--- src/rtl/rr_decode_arbiter.sv ---
// rtl/rr_decode_arbiter.sv - 8-way round-robin arbiter with one-hot grant decode
// Optional grant-hold timeout is built only when RR_ARB_TIMEOUT_EN is defined.
module rr_decode_arbiter #(
  parameter int TIMEOUT_CYCLES = 16
) (
  input  logic       clk,
  input  logic       rst_n,
  input  logic [7:0] req,
  input  logic       done,
  output logic [7:0] gnt,
  output logic [2:0] gnt_idx,
  output logic       busy,
  output logic       timeout
);

  typedef enum logic {IDLE, GRANT} state_t;

  state_t     state;
  logic [2:0] ptr;
  logic [2:0] idx_q;
  logic [2:0] pick;
  logic [2:0] cand;
  logic       release_now;

  // Walk from lowest to highest priority so the highest-priority hit wins last.
  always_comb begin
    pick = ptr;
    cand = ptr;
    for (int k = 7; k >= 0; k--) begin
      cand = ptr + 3'(k);
      if (req[cand]) pick = cand;
    end
  end

`ifdef RR_ARB_TIMEOUT_EN
  localparam logic [4:0] LIMIT = 5'(TIMEOUT_CYCLES);

  logic [4:0] hold_cnt;
  logic       limit_hit;
  logic       timeout_q;

  assign limit_hit   = (state == GRANT) && (hold_cnt + 5'd1 == LIMIT);
  assign release_now = done || limit_hit;

  always_ff @(posedge clk or negedge rst_n) begin
    if (!rst_n) begin
      hold_cnt  <= 5'd0;
      timeout_q <= 1'b0;
    end else begin
      timeout_q <= limit_hit && !done;
      if (state == IDLE) hold_cnt <= 5'd0;
      else               hold_cnt <= hold_cnt + 5'd1;
    end
  end

  assign timeout = timeout_q;
`else
  logic [4:0] unused_timeout_cfg;

  assign unused_timeout_cfg = 5'(TIMEOUT_CYCLES);
  assign release_now        = done;
  assign timeout            = 1'b0;
`endif

  always_ff @(posedge clk or negedge rst_n) begin
    if (!rst_n) begin
      state <= IDLE;
      ptr   <= 3'd0;
      idx_q <= 3'd0;
    end else begin
      case (state)
        IDLE: begin
          if (req != 8'd0) begin
            state <= GRANT;
            idx_q <= pick;
          end
        end
        GRANT: begin
          if (release_now) begin
            state <= IDLE;
            ptr   <= idx_q + 3'd1;
          end
        end
        default: state <= IDLE;
      endcase
    end
  end

  // Grant is a pure decode of registered state, so reset drops it immediately.
  assign busy    = (state == GRANT);
  assign gnt_idx = idx_q;
  assign gnt     = busy ? (8'd1 << idx_q) : 8'd0;

endmodule

--- config.mk ---
export PLATFORM = sky130hd
export DESIGN_NAME = rr_decode_arbiter
export DESIGN_NICKNAME = d
export VERILOG_FILES = /design/src/rtl/rr_decode_arbiter.sv
export SDC_FILE = /design/constraint.sdc
export NUM_CORES = 1
export LEC_CHECK = 0
export ABC_CLOCK_PERIOD_IN_PS = 2800
export BUFFER_PORTS_ARGS = -buffer_cell sky130_fd_sc_hd__buf_4
export CAP_MARGIN = 25
export CORE_AREA = 3 3 43 60
export CTS_BUF_LIST = sky130_fd_sc_hd__clkbuf_4 sky130_fd_sc_hd__clkbuf_8
export DETAILED_ROUTE_END_ITERATION = 10
export DIE_AREA = 0 0 46 63
export HOLD_SLACK_MARGIN = 0.08
export PLACE_DENSITY = 0.78
export SYNTH_ARGS = -nofsm -noshare
export SYNTH_HDL_FRONTEND = slang
export SYNTH_SLANG_ARGS = --single-unit
--- constraint.sdc ---
create_clock -name clk -period 2.8 [get_ports clk]
set_input_delay 0.56 -clock clk [delete_from_list [all_inputs] [get_ports clk]]
set_output_delay 0.56 -clock clk [all_outputs]
set_load 0.01 [all_outputs]
---- Word level (Yosys, flattened, before mapping) ----
Cells that the tools add are included.
word-level totals
  register bits ........................... 7
  logic and storage cells ................. 52
  input bits .............................. 11
operators by class
  reduce and logical (&&, ||, !) cells .... 3
  muxes and demuxes ....................... 28
  shift-type cells ........................ 1
  bitwise operators ....................... 1
  add/sub/neg operators ................... 8
  magnitude comparators ................... 8
operators by type and width
  operator                                            number
  < comparator 3 x 4 -> 1 bit, second input constant  8
  binary-select mux 1 bit (select 3 bit)              8
  2-to-1 mux 3 bit                                    8
  adder 3 bit, second input constant                  4
  2-to-1 mux 1 bit                                    10
  2-to-1 mux 8 bit                                    1
  nonzero test 8 bit                                  1
  << shifter 1 x 3 -> 8 bit, first input constant     1
  adder 3 x 1 -> 3 bit, second input constant         2
  adder 3 x 2 -> 3 bit, second input constant         2
  AND reduction 2 bit                                 2
  one-hot mux 1 bit (2 select lines)                  1
  NOT 1 bit                                           1

---- Logic depth before layout (Yosys ltp) ----
  depth in word-level cells ............... 11
  gate-level depth with buffers ........... 11
  mapped depth without buffers ............ 8

---- Worst setup path after synthesis ----
OpenSTA, ideal clock, no wires.
  path kind ............................... register to register
  start point ............................. register ptr[0]
  end point ............................... register idx_q[2] (netlist: gnt_idx[2])
  cell stages (with the launch flop) ...... 12
  library setup time ...................... 129 ps
  buffers on the path ..................... 3
  setup slack ............................. 262 ps
  arrival ................................. 2408 ps
  cell sequence ........................... dfrtp_1 > buf_6 > buf_2 > inv_1 > ha_1 > buf_2 > mux4_2 > and2_4 > a2111oi_4 > o32ai_1 > a311oi_1 > a21oi_1
between the ends
  longest elaborated chain between the ends .. 11
  elaborated cells on any way between the ends .. 31
  those cells by class .................... 7 x add/sub; 24 x mux
ends and longest elaborated chain
  what                                    RTL line  RTL
  from (decl)                             19        logic [2:0] ptr;
  from (signal assigned)                  81        ptr <= idx_q + 3'd1;
  adder 3 bit                             30        cand = ptr + 3'(k);
  binary-select mux 1 bit (select 3 bit)  31        if (req[cand]) pick = cand;
  2-to-1 mux 1 bit (implied by the code)  31
  2-to-1 mux 3 bit (7 in series)          31
  2-to-1 mux 3 bit *                      31
  to (signal assigned)                    75        idx_q <= pick;
  to (decl)                               20        logic [2:0] idx_q;
Mark *: on every way between the ends. The rest lies on a longest branch, timed or not. The select of a mux whose other input is x is not followed.
A chain may end at the register's enable or synchronous reset.

---- Final worst setup path ----
  start point ............................. register ptr[1]
  end point ............................... register idx_q[2] (netlist: gnt_idx[2])
The elaborated chain is that of the path after synthesis.

==> impl_metrics.yaml <==
clock_network:
  post_cts_resized: 0
  clk_path_buf_depth: 2
  htreeDepth: 1
  clk_latency_ps: 250
  cts_made_buffers: 3
  cts_hold_buf: 0
  post_cts_buffers: 0
  cts_root_buf: "clkbuf_4"
  cts_tree: "yes"
  clkSinkCount: 7
  path_clk_slew_ps: 50
floorplan:
  num_rows: 20
  ioPinCount: 24
  fp.coreArea_sq_mm: 0.00215
  die_y_microns: 63
  fp.dieArea_sq_mm: 0.00290
  die_x_microns: 46
  initial_core_util: 0.547
cells_and_area:
  fillCellCount: 187
  fin_cells: 175
  seq_area_sq_um: 175
  fin_nets: 173
  layout-drive-gt1-share: 0.275
  multi_input_area_sq_um: 931
  fin_util: 0.638
  antennaDiodeCount: 0
  area_delta_synth_final_pct: 16.8
pwr:
  p_leak_nw: 0.634
  clkPwrFrac: 0.062
  internal_power_mw: 0.807
  ir_drop_mv: 0.715
  power.density_mw_per_mm2: 1170
  p_seq_frac: 0.141
  comb_power_share: 0.797
  power_switching_share: 0.498
  p_sw_mw: 0.801
worst_setup_path:
  cp_max_fo: 10
  worstPathArrival_ps: 2600
  start_kind: "flip-flop"
  critPathRequiredTime_ps: 2920
  critical_path_class: "flip-flop to flip-flop"
  worst_setup_path_end_kind: "flip-flop"
sta:
  fin_tns_setup_ps: 0
  slew-limit-headroom: 0.612
  fin_crit_sh: 0.886
  slew_viol_final: 0
  skew_ps: 4.83
  layout_setup_ws_ps: 320
  max_freq_ghz: 0.403
  rsz0062_at_grt: "no"
  tightest_slew_ps: 582
  finalHoldViolCount: 0
  holdWs_ps: 106
  period_minus_slack_ps: 2480
  setup-violations-final: 0
global_route:
  antenna_found_initial: 0
  grt_use_total: 0.239
  grt_pass1_wl_microns: 5190
  grt_max_degree: 20
  grt_pass1_vias: 1088
  grt-ovfl-total: 0
yosys:
  ys_types: 44
  synth_seq_area_share: 0.149
  ys_async_sr_fraction: 1.00
  synth_area_sq_mm: 0.00118
  synth_nets: 150
  yosysWarnings: 0
  ys.flop_type: "dfrtp_1"
  synth_edf_count: 0
  synth_cells: 131
  synth_seq_cells: 7
  syn_area_per_cell_sq_um: 8.98
routing:
  via_per_inst: 6.55
  drt_iter0_markers: 53
  drc: 0
  first_pass_iters: 4
  wl_microns: 3020
  vias: 1147
  antenna_left: 0
  wire_per_inst_microns: 17.3
min_path:
  hold_class: "primary input to async pin"
outcome:
  status: "finished clean"
placement:
  dpl_worst_slack_ps: 379
  gp_congestion: 0.864
  port_buffers: 22
  hpwl_microns: 2360
  placed_cells: 171
flow_run:
  cap_viol_max_count: 0
==> worst max-delay path, cell delays in order, from the launching register on <==
cell	delay, ps
dfrtp_1	340
clkinv_1	80
ha_1	480
mux4_2	430
and2_4	200
a2111oi_4	270
o32ai_1	120
a311oi_1	350
a21oi_1	80
==> routing by layer <==
layer	part of all wire	wire, microns	track usage
met1	0.36	1080	0.282
met2	0.58	1760	0.417
met3	0.044	132	0.0173
met4	0.017	51	0.0961
met5	0	0	0
==> stage by stage <==
step / cell area (sq um) / power, mW
final: 1370 / 1.61
after global routing: 1370 / 1.76
after CTS: 1370 / 1.61
after detailed placement: 1340 / 1.50
after global placement: 1340 / 1.48
after floorplan: 1180 / 1.19
==> synth_stat cells, drive strengths merged (2+ instances only) <==
cell type | count | area, sq um
nor4 | 2 | 12.5
nand2b | 3 | 18.8
mux2i | 13 | 130
nor3 | 2 | 10.0
dfrtp | 7 | 175
o21ai | 6 | 30.0
buf | 5 | 40.0
and3 | 7 | 43.8
nor2b | 2 | 12.5
a31oi | 3 | 18.8
or4 | 2 | 15.0
mux4 | 8 | 184
inv | 5 | 18.8
xnor2 | 2 | 17.5
mux2 | 4 | 45.0
and2 | 4 | 27.5
nand2 | 18 | 67.6
a21oi | 5 | 25.0
ha | 8 | 100
nand3 | 4 | 20.0
clkbuf | 2 | 7.51
nor2 | 2 | 7.51
==> cells in the final DEF (no fill, tap or decap), drive strengths merged, types with 5 or more instances in the layout <==
cell and instances:
inv 5, o21ai 6, a21oi 5, and3 7
mux2i 13, buf 25, mux4 8, ha 8
nand2 18, dfrtp 7
==> sequential cells by signal (all words and copies together) (netlist names) <==
signal   cells
ptr          3
busy         1
gnt_idx      3
==> final timing paths <==
kind / slack [ps] / end / start / depth (start not counted)
hold reg to reg: 590 / gnt_idx[1] / gnt_idx[1] / 2
min in group clk: 590 / gnt_idx[1] / gnt_idx[1] / 2
max in group asynchronous: 2570 / ptr[0] / rst_n / 1
setup / recovery: 320 / gnt_idx[2] / ptr[1] / 8
hold / removal: 110 / gnt_idx[0] / rst_n / 1
setup reg to reg: 320 / gnt_idx[2] / ptr[1] / 8
==> cells by family (layout without fill, tap and decap cells) <==
group                      Yosys count  in the layout  share of synthesized area
AOI/OAI and AO/OA                   25             25                      0.156
xor gates and xnor gates             3              3                     0.0223
adders and majority gates            8              8                     0.0851
buffers and inverters               13             35                     0.0596
DFF                                  7              7                      0.149
muxes                               25             25                      0.305
other                                1              1                    0.00319
and+or+nand+nor                     49             49                      0.219
==> area by class of cell <==
cell class	count	share of cell area
repair buffers	25	0.137
multi-input cells	111	0.678
flip-flops and latches	7	0.128
clock buffers	4	0.0219
well taps	22	0.0200
inverters	6	0.0164
==> power groups by stage <==
stage | Sequential [mW] | Combinational (mW) | Clock [mW]
after global routing | 0.237 | 1.41 | 0.109
after detailed placement | 0.229 | 1.27 | 0
after global placement | 0.227 | 1.25 | 0
after floorplan | 0.205 | 0.987 | 0
final | 0.227 | 1.28 | 0.0998
after CTS | 0.228 | 1.27 | 0.106
No activity file was read; power rests on OpenSTA's default activity.
